`config.mk`:
```
export PLATFORM = sky130hd
export DESIGN_NAME = s_bitseq
export DESIGN_NICKNAME = d
export VERILOG_FILES = /design/src/rtl/s_cpu_pkg.sv /design/src/rtl/s_bitalu.sv /design/src/rtl/s_bitseq.sv
export SDC_FILE = /design/constraint.sdc
export NUM_CORES = 1
export LEC_CHECK = 0
export ABC_AREA = 1
export CAP_MARGIN = 5
export CORE_ASPECT_RATIO = 1.2
export CORE_MARGIN = 2
export CORE_UTILIZATION = 45
export CTS_CLUSTER_SIZE = 40
export DETAILED_ROUTE_END_ITERATION = 8
export PLACE_DENSITY = 0.77
export RECOVER_POWER = 100
export SYNTH_ARGS = -nofsm -noshare
export SYNTH_HDL_FRONTEND = slang
export SYNTH_HIERARCHICAL = 1
export SYNTH_SLANG_ARGS = --single-unit
```
`constraint.sdc`:
```
create_clock -name clk -period 3 [get_ports clk]
set_input_delay 0.3 -clock clk [delete_from_list [all_inputs] [get_ports clk]]
set_output_delay 0.3 -clock clk [all_outputs]
set_load 0.01 [all_outputs]
```
`src/rtl/s_cpu_pkg.sv`:
```
// Shared SPC700 CPU types: bit-instruction sequencer ops/states and 1-bit ALU controls.
package s_cpu_pkg;

  localparam int unsigned SB_ADDR_W = 13;
  localparam int unsigned SB_BIT_W  = 3;

  typedef enum logic [2:0] {
    SB_OP_AND1    = 3'd0,
    SB_OP_AND1N   = 3'd1,
    SB_OP_OR1     = 3'd2,
    SB_OP_OR1N    = 3'd3,
    SB_OP_EOR1    = 3'd4,
    SB_OP_NOT1    = 3'd5,
    SB_OP_MOV1_LD = 3'd6,
    SB_OP_MOV1_ST = 3'd7
  } bitseq_op_type;

  typedef enum logic [2:0] {
    SB_ST_IDLE     = 3'd0,
    SB_ST_FETCH_LO = 3'd1,
    SB_ST_FETCH_HI = 3'd2,
    SB_ST_READ     = 3'd3,
    SB_ST_DUMMY    = 3'd4,
    SB_ST_WRITE    = 3'd5
  } bitseq_state_type;

  typedef enum logic [2:0] {
    BA_AND1_C   = 3'd0,
    BA_AND1_N_C = 3'd1,
    BA_OR1_C    = 3'd2,
    BA_OR1_N_C  = 3'd3,
    BA_EOR1_C   = 3'd4,
    BA_NOT1     = 3'd5,
    BA_MOV1_C   = 3'd6
  } bitalu_op_type;

  function automatic bitalu_op_type sb_alu_ctrl(input bitseq_op_type op);
    bitalu_op_type ctrl;
    case (op)
      SB_OP_AND1:    ctrl = BA_AND1_C;
      SB_OP_AND1N:   ctrl = BA_AND1_N_C;
      SB_OP_OR1:     ctrl = BA_OR1_C;
      SB_OP_OR1N:    ctrl = BA_OR1_N_C;
      SB_OP_EOR1:    ctrl = BA_EOR1_C;
      SB_OP_NOT1:    ctrl = BA_NOT1;
      default:       ctrl = BA_MOV1_C;
    endcase
    return ctrl;
  endfunction

  // NOT1 and MOV1 mem.bit,C modify memory only; every other op updates C.
  function automatic logic sb_writes_carry(input bitseq_op_type op);
    return !((op == SB_OP_NOT1) || (op == SB_OP_MOV1_ST));
  endfunction

endpackage

```
`src/rtl/s_bitalu.sv`:
```
// 1-bit ALU for SPC700 bit instructions: combines carry with a[b] or rewrites bit b of a.
module s_bitalu
  import s_cpu_pkg::*;
(
  input  bitalu_op_type ctrl,
  input  logic [7:0]    a,
  input  logic [2:0]    b,
  input  logic          c,
  output logic [7:0]    y,
  output logic          cout
);

  logic bit_val;

  assign bit_val = a[b];

  always_comb begin
    y    = a;
    cout = c;
    case (ctrl)
      BA_AND1_C:   cout = c & bit_val;
      BA_AND1_N_C: cout = c & ~bit_val;
      BA_OR1_C:    cout = c | bit_val;
      BA_OR1_N_C:  cout = c | ~bit_val;
      BA_EOR1_C:   cout = c ^ bit_val;
      BA_NOT1:     y[b] = ~bit_val;
      BA_MOV1_C: begin
        // Load direction uses cout, store direction uses y; both share one control.
        cout = bit_val;
        y[b] = c;
      end
      default: begin
        y    = a;
        cout = c;
      end
    endcase
  end

endmodule

```
`src/rtl/s_bitseq.sv`:
```
// Operand/memory sequencer for SPC700 absolute bit instructions (AND1..MOV1).
// Define S_BITSEQ_DUMMY_CYCLE_EN for the cycle-accurate DUMMY read state.
module s_bitseq
  import s_cpu_pkg::*;
(
  input  logic          clk,
  input  logic          reset,
  input  logic          cpu_en,
  input  logic          start,
  input  bitseq_op_type op,
  input  logic          c_in,
  input  logic [15:0]   pc,
  output logic          pc_inc,
  output logic [15:0]   mem_addr,
  output logic          mem_rd,
  output logic          mem_wr,
  output logic [7:0]    mem_wdata,
  input  logic [7:0]    mem_rdata,
  output logic          c_out,
  output logic          c_we,
  output logic          busy,
  output logic          done
);

  bitseq_state_type state_q, state_d, after_read;
  bitseq_op_type    op_q;
  logic             c_q;
  logic [SB_ADDR_W-1:0] addr_q;
  logic [SB_BIT_W-1:0]  bit_q;
  logic [7:0]       data_q;
  logic             done_q;
  logic             final_edge;

  logic [7:0]       alu_a;
  logic [7:0]       alu_y;
  logic             alu_cout;

  always_comb begin
    after_read = SB_ST_IDLE;
    case (op_q)
      SB_OP_NOT1: after_read = SB_ST_WRITE;
`ifdef S_BITSEQ_DUMMY_CYCLE_EN
      SB_OP_OR1, SB_OP_OR1N, SB_OP_EOR1, SB_OP_MOV1_ST: after_read = SB_ST_DUMMY;
`else
      SB_OP_MOV1_ST: after_read = SB_ST_WRITE;
`endif
      default: after_read = SB_ST_IDLE;
    endcase
  end

  // IDLE reacts to start without cpu_en; every other state waits for the strobe.
  always_comb begin
    state_d = state_q;
    case (state_q)
      SB_ST_IDLE:     if (start)  state_d = SB_ST_FETCH_LO;
      SB_ST_FETCH_LO: if (cpu_en) state_d = SB_ST_FETCH_HI;
      SB_ST_FETCH_HI: if (cpu_en) state_d = SB_ST_READ;
      SB_ST_READ:     if (cpu_en) state_d = after_read;
      SB_ST_DUMMY: begin
        if (cpu_en) state_d = (op_q == SB_OP_MOV1_ST) ? SB_ST_WRITE : SB_ST_IDLE;
      end
      SB_ST_WRITE:    if (cpu_en) state_d = SB_ST_IDLE;
      default:        state_d = SB_ST_IDLE;
    endcase
  end

  assign final_edge = (state_q != SB_ST_IDLE) && (state_d == SB_ST_IDLE);

  always_ff @(posedge clk) begin
    if (reset) begin
      state_q <= SB_ST_IDLE;
      done_q  <= 1'b0;
    end else begin
      state_q <= state_d;
      done_q  <= final_edge;
    end
  end

  always_ff @(posedge clk) begin
    if (reset) begin
      op_q   <= SB_OP_AND1;
      c_q    <= 1'b0;
      addr_q <= '0;
      bit_q  <= '0;
      data_q <= '0;
    end else begin
      if ((state_q == SB_ST_IDLE) && start) begin
        op_q <= op;
        c_q  <= c_in;
      end
      if (cpu_en) begin
        case (state_q)
          SB_ST_FETCH_LO: addr_q[7:0] <= mem_rdata;
          SB_ST_FETCH_HI: begin
            addr_q[SB_ADDR_W-1:8] <= mem_rdata[4:0];
            bit_q                 <= mem_rdata[7:5];
          end
          SB_ST_READ:     data_q <= mem_rdata;
          default: begin
          end
        endcase
      end
    end
  end

  // The ALU sees the byte on the bus during READ so the carry is ready at READ's edge.
  assign alu_a = (state_q == SB_ST_READ) ? mem_rdata : data_q;

  s_bitalu u_bitalu (
    .ctrl (sb_alu_ctrl(op_q)),
    .a    (alu_a),
    .b    (bit_q),
    .c    (c_q),
    .y    (alu_y),
    .cout (alu_cout)
  );

  always_comb begin
    mem_addr  = '0;
    mem_rd    = 1'b0;
    mem_wr    = 1'b0;
    mem_wdata = '0;
    case (state_q)
      SB_ST_FETCH_LO, SB_ST_FETCH_HI: begin
        mem_addr = pc;
        mem_rd   = 1'b1;
      end
      SB_ST_READ, SB_ST_DUMMY: begin
        mem_addr = {3'b000, addr_q};
        mem_rd   = 1'b1;
      end
      SB_ST_WRITE: begin
        mem_addr  = {3'b000, addr_q};
        mem_wr    = 1'b1;
        mem_wdata = alu_y;
      end
      default: begin
      end
    endcase
  end

  assign pc_inc = cpu_en && !reset &&
                  ((state_q == SB_ST_FETCH_LO) || (state_q == SB_ST_FETCH_HI));
  assign c_we   = final_edge && !reset && sb_writes_carry(op_q);
  assign c_out  = c_we & alu_cout;
  assign busy   = (state_q != SB_ST_IDLE);
  assign done   = done_q;

endmodule

```
* After elaboration in Yosys (flattened, before gate mapping)
Cells that the tools add are included.
** Storage, ports and cells
- Bits in registers :: 32
- Bits of input ports :: 32
- Word-level logic and storage cells :: 79
- Output and inout bits :: 31
** Operators by class
- $lt $le $gt $ge :: 2
- Eq/ne operators :: 17
- Muxes and demuxes :: 23
- Bitwise gates (word level) :: 7
- Reductions and logical operators :: 22
** Operators by type and width (number)
- one-hot mux 3 bit (6 select lines) :: 2
- one-hot mux 16 bit (2 select lines) :: 1
- equality test 3 bit, second input constant :: 8
- 2-to-1 mux 3 bit :: 8
- equality test 3 x 2 -> 1 bit, second input constant :: 6
- bitwise mux 8 bit :: 2
- 2-to-1 mux 8 bit :: 2
- one-hot mux 8 bit (2 select lines) :: 1
- zero test 3 bit :: 4
- equality test 3 x 1 -> 1 bit, second input constant :: 3
- logical AND 1 bit :: 7
- one-hot mux 1 bit (6 select lines) :: 1
- < comparator 3 x 4 -> 1 bit, second input constant :: 1
- 2-to-1 mux 1 bit :: 4
- AND reduction 2 bit :: 2
- OR reduction 2 bit :: 2
- OR reduction 4 bit :: 1
- AND 1 bit :: 3
- binary-select mux 1 bit (select 3 bit) :: 1
- demux 1 bit (select 3 bit) :: 1
- greater-or-equal comparator 3 x 1 -> 1 bit, second input constant :: 1
- nonzero test 3 bit :: 1
- OR reduction 3 bit :: 1
- zero test 1 bit :: 2
- 4 further kinds :: 6

* Longest topological paths before layout
- Depth after elaboration :: 10
- Gate-level depth with buffers :: 18
- Depth with buffers taken out :: 18

* Modules after synthesis
The synthesis kept the hierarchy.
** By module, submodules not included
- s_bitseq :: instances 1, cells an instance 254, sequential area each 640.6 sq um, area each 1699.1 sq um
- s_bitalu :: instances 1, cells an instance 80, sequential area each 0.0 sq um, area each 392.9 sq um

* Least setup slack after synthesis
Ideal clock, no wire load.
- Path type :: register to output
- From :: reg state_q[1]
- To :: out mem_wdata[0]
- Slack :: 776 ps
- Stages on the path, launching flop included :: 16
- Data required time :: 2700 ps
- Path buffers :: 1
- Data arrival time :: 1924 ps
- Cells stage by stage :: dfxtp_1 -> nand2_2 -> nor2_8 -> buf_2 -> o21ai_0 -> inv_1 -> nand2_1 -> nand2_1 -> nor2_1 -> nor2_1 -> nand2_2 -> o22ai_2 -> inv_2 -> o21ai_2 -> inv_1 -> nor2_1
** Between the ends
- Longest elaborated chain between the ends :: 8
- Elaborated cells on any way between the ends :: 10
- Those cells by class :: eq/ne (2); mux (7); bitwise (1)
** Ends and longest elaborated chain
- start, declared :: line s_bitseq.sv:25 : bitseq_state_type state_q, state_d, after_read;
- start signal, assigned :: line s_bitseq.sv:74 : state_q <= state_d;
- equality test 3 x 2 -> 1 bit :: line s_bitseq.sv:107 : assign alu_a = (state_q == SB_ST_READ) ? mem_rdata : data_q;
- 2-to-1 mux 8 bit
- via alu_a[5] :: line s_bitseq.sv:34 : logic [7:0] alu_a;
- binary-select mux 1 bit (select 3 bit) :: line s_bitalu.sv:15 : assign bit_val = a[b];
- 2-to-1 mux 1 bit (implied by the code) :: line s_bitalu.sv:15
- NOT 1 bit :: line s_bitalu.sv:26 : BA_NOT1: y[b] = ~bit_val;
- bitwise mux 8 bit :: line s_bitalu.sv:26
- one-hot mux 8 bit (2 select lines) :: line s_bitalu.sv:20 : case (ctrl)
- via alu_y[0] :: line s_bitseq.sv:35 : logic [7:0] alu_y;
- 2-to-1 mux 8 bit :: line s_bitseq.sv:123 : case (state_q)
- end, declared :: line s_bitseq.sv:17 : output logic [7:0] mem_wdata,
The timed path passes the listed nets, and every way through them passes these cells. The select of a mux whose other input is x is not followed.

* Worst setup path after layout
- From :: reg state_q[0]
- To :: out c_out
** Between the ends
- Longest elaborated chain between the ends :: 8
- Elaborated cells on any way between the ends :: 29
- Those cells by class :: eq/ne (5); mux (11); bitwise (7); reduce/logical (6)
** Ends and longest elaborated chain
- equality test 3 x 2 -> 1 bit * :: line s_bitseq.sv:107
- 2-to-1 mux 8 bit *
- via alu_a[5] :: line s_bitseq.sv:34
- binary-select mux 1 bit (select 3 bit) * :: line s_bitalu.sv:15
- 2-to-1 mux 1 bit (implied by the code) * :: line s_bitalu.sv:15
- NOT 1 bit :: line s_bitalu.sv:22, s_bitalu.sv:24
- OR 1 bit or AND 1 bit (tied branches) :: line s_bitalu.sv:24, s_bitalu.sv:22
- one-hot mux 1 bit (6 select lines) * :: line s_bitalu.sv:20
- via alu_cout :: line s_bitseq.sv:36 : logic alu_cout;
- AND 1 bit * :: line s_bitseq.sv:145 : assign c_out = c_we & alu_cout;
- end, declared :: line s_bitseq.sv:19 : output logic c_out,
The timed path passes the listed nets; every way through them passes the cells marked *. The select of a mux whose other input is x is not followed.

==> implementation parameters <==
Parameter                              Value

CTS
  Inserted Clock Buffers ... 5
  Post-CTS Hold Buffers ... 0
  Cell chosen for the clock root ... sky130_fd_sc_hd__clkbuf_8
  Clock tree from TritonCTS ... yes
  Deepest clock path buffer count ... 2
  Sinks on Clock Net ... 32
  H-tree levels ... 2
  Clk_lat worst skew ... 280 ps
  Post-CTS clock slew at the launch and capture registers of the worst setup and hold paths ... 70 ps

Synth
  Simple logic cell fraction of the synthesized area ... 29.37%
  Register area share after synthesis ... 30.62%
  Number of enable flip-flop cells after synthesis ... 0
  Post-synthesis instance total ... 334
  Post-synth ARST share ... 0%
  Most used standard cell by instance count after synthesis ... sky130_fd_sc_hd__inv_1
  Arithmetic-cell share of the synthesized area counting full adders, half adders and majority gates ... 0%
  Top_reg_cell synth ... sky130_fd_sc_hd__dfxtp_1
  Area share of the largest cell type after synthesis ... 30.62%
  Combinational family with the most area after synthesis ... simple AND/OR/NAND/NOR gates
  Biggest area contributors in the synthesized netlist ... sky130_fd_sc_hd__dfxtp_1, sky130_fd_sc_hd__inv_1, sky130_fd_sc_hd__nand2_1, sky130_fd_sc_hd__o21ai_0, sky130_fd_sc_hd__a21oi_1
  Multiplexer share of the synthesized area ... 0%
  Syn Area/Cell ... 6.263 µm²
  Netlist cell types ... 28
  Post-Synth XOR/XNOR Area ... 0.4187%
  Mapped Area ... 2092 µm²
  Number of nets in the synthesized netlist ... 366
  Share of the synthesized area in compound gates (AO/OA/AOI/OAI) ... 23.98%
  Most area-hungry cell type in the Yosys netlist ... sky130_fd_sc_hd__dfxtp_1
  Most instantiated cells after synthesis ... sky130_fd_sc_hd__inv_1, sky130_fd_sc_hd__nand2_1, sky130_fd_sc_hd__o21ai_0
  Flip-flop and latch count after synthesis ... 32
  Number of warnings reported in the yosys synthesis log ... 6

GRT
  Number of antenna violations at the first check in global routing ... 0
  First-pass GRT wire length ... 8866 µm
  Largest net degree at the start of global routing ... 28
  Total global routing track utilization ... 21.73%
  Via count of the first global-routing pass ... 2028
  Overflow left after global routing ... 0

Timing
  Aggregate negative setup slack ... 0 ps
  Maximum operating frequency ... 348.5 MHz
  Clk_skew ... 6.523 ps
  Transition time at the pin with the least slew margin ... 650.2 ps
  RSZ-0062 raised after global routing ... true
  Rel. slew slack ... 56.60%
  Final Hold Viols ... 0
  Final slew viol count ... 0
  Number of setup violations in the final report ... 0
  Shortest clock period the worst path allows after layout ... 2870 ps
  Period Utilization, post-route ... 95.66%

Setup path
  Setup slack of the worst register-to-register path ... 1470 ps
  Nature of the critical path startpoint ... flip-flop
  Critical path endpoint category ... output port
  Cells on worst reg2reg path ... 7
  Launching point of the worst reg2reg path ... state_q[0]$_SDFF_PP0_
  Worst reg2reg endpoint ... data_q[2]$_SDFFE_PP0P_
  Worst setup path endpoint ... c_out
  Type of the worst setup path ... flip-flop to output port
  Largest fanout of any net on the critical path ... 9
  Start point of the critical path ... state_q[0]$_SDFF_PP0_
  WP data arrival ... 2570 ps
  Data required time of the critical path ... 2700 ps

Pwr
  Post-layout total power ... 1.067 mW
  Fraction of power spent switching nets ... 28.97%
  Total leakage power ... 1.227 nW
  P_sw ... 0.3091 mW
  Power share of the sequential group ... 43.2%
  Share of power burned in the clock network ... 32.3%
  Logic gate share of total power ... 24.6%
  Worst supply voltage drop on vdd ... 0.0003786 V
  Power per cell area ... 368.5 nW/µm²
  Cell internal pwr ... 0.7579 mW

Finish
  Area growth from synthesis to layout ... 38.40%
  Net total in the final layout ... 429
  FF+latch area ... 649.4 µm²
  Layout cell share with drive strength beyond 1 ... 12.81%
  Post-route insts no fill ... 456
  Utilization after layout ... 63.96%
  Post-Layout Inst Area ... 2895 µm²
  Antenna fix cells ... 0
  Area occupied by multi-input gates ... 1155 µm²
  Number of fill cells ... 419

Place
  HPWL Detailed ... 3906 µm
  Instance area at placement ... 2740 µm²
  IO buf count ... 62
  Number of placed instances with taps included ... 445
  RePlAce Congestion ... 0.8562

Hold path
  HP Class ... flip-flop to flip-flop
  Hold Path Origin ... data_q[7]$_SDFFE_PP0P_

Die
  Number of core rows ... 27
  DIE HEIGHT ... 78.69 µm
  Effective utilization at floorplan ... 46.21%
  Top-level port count ... 63
  Width of the chip ... 66.24 µm
  Core area ... 4527 µm²
  Die area ... 5212 µm²

Run status
  Outcome ... completed

Routing
  Via total after detailed routing ... 2257
  Initial DRC Count ... 90
  Per-cell via count in the routed design ... 4.950
  Average wire per standard cell ... 11.68 µm
  Residual antenna-violating net count after detailed routing ... 0
  Routed wire length ... 5327 µm
  Number of design rule violations left after detail routing ... 0
  Total iterations of the first detailed-routing run ... 5

Job
  # Max-Cap Violations ... 0
==> area by class of cell <==
cell class | instances | share of cell area [%]
clock buffer | 8 | 3.111
multi-input combinational | 224 | 39.89
inverter | 65 | 8.427
timing repair buffer | 69 | 23.64
sequential | 32 | 22.43
tap | 58 | 2.506
==> layer usage <==
layer  track usage (%)  part of all wire [%]
met4             5.918                   1.4
met3             3.824                   3.6
met5                 0                     0
met1             26.55                    44
met2             38.60                    51
==> worst max-delay path, cell delays in order (launching register included) <==
cell and delay, ps:
sky130_fd_sc_hd__dfxtp_4 390, sky130_fd_sc_hd__nand2_4 90, sky130_fd_sc_hd__nor2_8 190, sky130_fd_sc_hd__nand2_1 60
sky130_fd_sc_hd__o21ai_1 140, sky130_fd_sc_hd__inv_1 60, sky130_fd_sc_hd__nand2_1 50, sky130_fd_sc_hd__nand2_1 60
sky130_fd_sc_hd__nor2_1 120, sky130_fd_sc_hd__nor2_2 60, sky130_fd_sc_hd__nand2_2 100, sky130_fd_sc_hd__nand2_1 60
sky130_fd_sc_hd__nand2_1 60, sky130_fd_sc_hd__nand2_1 50, sky130_fd_sc_hd__nand2_1 50, sky130_fd_sc_hd__nand2_1 40
sky130_fd_sc_hd__nand2_1 50, sky130_fd_sc_hd__inv_1 40, sky130_fd_sc_hd__nor2_2 80, sky130_fd_sc_hd__clkdlybuf4s50_1 530
==> timing repair <==
| action | CTS | global route |
|---|---|---|
| setup buffers | 1 | 1 |
| endpoints found under the hold margin | 0 | 0 |
| gates cloned | 1 | 0 |
| gates resized for setup | 5 | 17 |
| pin swaps | 1 | 2 |
| endpoints found under the setup margin | 9 | 8 |
==> flip-flops by register name, indices dropped and copies added, names as in the netlist <==
register / flops
addr_q: 13
data_q: 8
bit_q: 3
op_q: 3
state_q: 3
c_q: 1
done: 1
==> placed cells by master (no fill, tap or decap) <==
| master | Yosys | routed |
|---|---|---|
| sky130_fd_sc_hd__nand2_4 | 0 | 1 |
| sky130_fd_sc_hd__o22ai_1 | 1 | 1 |
| sky130_fd_sc_hd__inv_2 | 5 | 5 |
| sky130_fd_sc_hd__nor2_1 | 26 | 25 |
| sky130_fd_sc_hd__nor2_4 | 1 | 2 |
| sky130_fd_sc_hd__dlygate4sd2_1 | 0 | 1 |
| sky130_fd_sc_hd__xor2_1 | 1 | 1 |
| sky130_fd_sc_hd__nor2_2 | 8 | 9 |
| sky130_fd_sc_hd__nand2_2 | 5 | 4 |
| sky130_fd_sc_hd__o21ai_1 | 14 | 20 |
| sky130_fd_sc_hd__a21oi_1 | 32 | 32 |
| sky130_fd_sc_hd__nand3_2 | 3 | 3 |
| sky130_fd_sc_hd__inv_1 | 59 | 59 |
| sky130_fd_sc_hd__dfxtp_1 | 32 | 29 |
| sky130_fd_sc_hd__nand4_2 | 1 | 1 |
| sky130_fd_sc_hd__nor3_4 | 1 | 1 |
| sky130_fd_sc_hd__o21ai_2 | 6 | 7 |
| sky130_fd_sc_hd__nor2_8 | 1 | 1 |
| sky130_fd_sc_hd__nand4_1 | 4 | 4 |
| sky130_fd_sc_hd__nor3_1 | 3 | 3 |
| sky130_fd_sc_hd__clkinv_1 | 1 | 1 |
| sky130_fd_sc_hd__o22ai_4 | 0 | 1 |
| sky130_fd_sc_hd__clkbuf_1 | 3 | 2 |
| sky130_fd_sc_hd__nand2_1 | 56 | 56 |
| sky130_fd_sc_hd__clkdlybuf4s50_1 | 0 | 56 |
| sky130_fd_sc_hd__o21ai_0 | 40 | 33 |
| sky130_fd_sc_hd__dfxtp_2 | 0 | 1 |
| sky130_fd_sc_hd__clkbuf_8 | 0 | 6 |
| sky130_fd_sc_hd__buf_4 | 2 | 7 |
| sky130_fd_sc_hd__nand3_1 | 19 | 19 |
| sky130_fd_sc_hd__dlymetal6s2s_1 | 0 | 5 |
| sky130_fd_sc_hd__dfxtp_4 | 0 | 2 |
==> metrics by stage <==
step / setup slack, ps / hold WS, ps
4_1_cts: 5.052 / 453.0
3_3_place_gp: 136.7 / 435.0
3_5_place_dp: 44.27 / 443.7
5_1_grt: -106.3 / 467.3
2_1_floorplan: 775.9 / 369.1
6_report: 130.2 / 452.9
==> cell families after synthesis <==
logic type / after synthesis
simple gates: 128
flops: 32
buf+inv: 79
compound gates: 94
xor+xnor: 1
==> power groups by stage <==
| stage | logic, mW | clock network (mW) | registers, mW |
|---|---|---|---|
| 2_1_floorplan | 0.141 | 0 | 0.464 |
| 6_report | 0.262 | 0.344 | 0.461 |
| 5_1_grt | 0.292 | 0.365 | 0.463 |
| 3_3_place_gp | 0.255 | 0 | 0.469 |
| 4_1_cts | 0.262 | 0.349 | 0.461 |
| 3_5_place_dp | 0.257 | 0 | 0.470 |
==> worst min-delay path by stage <==
stage	to	slack, ps	cells past startpoint
detailed placement	data_q[4]$_SDFFE_PP0P_	440	2
finish	data_q[7]$_SDFFE_PP0P_	450	2
CTS	data_q[7]$_SDFFE_PP0P_	450	2
global route	addr_q[2]$_SDFFE_PP0P_	470	2
global placement	data_q[2]$_SDFFE_PP0P_	430	2
floorplan	c_q$_SDFFE_PP0P_	370	1
(Power assumes the default switching activity.)
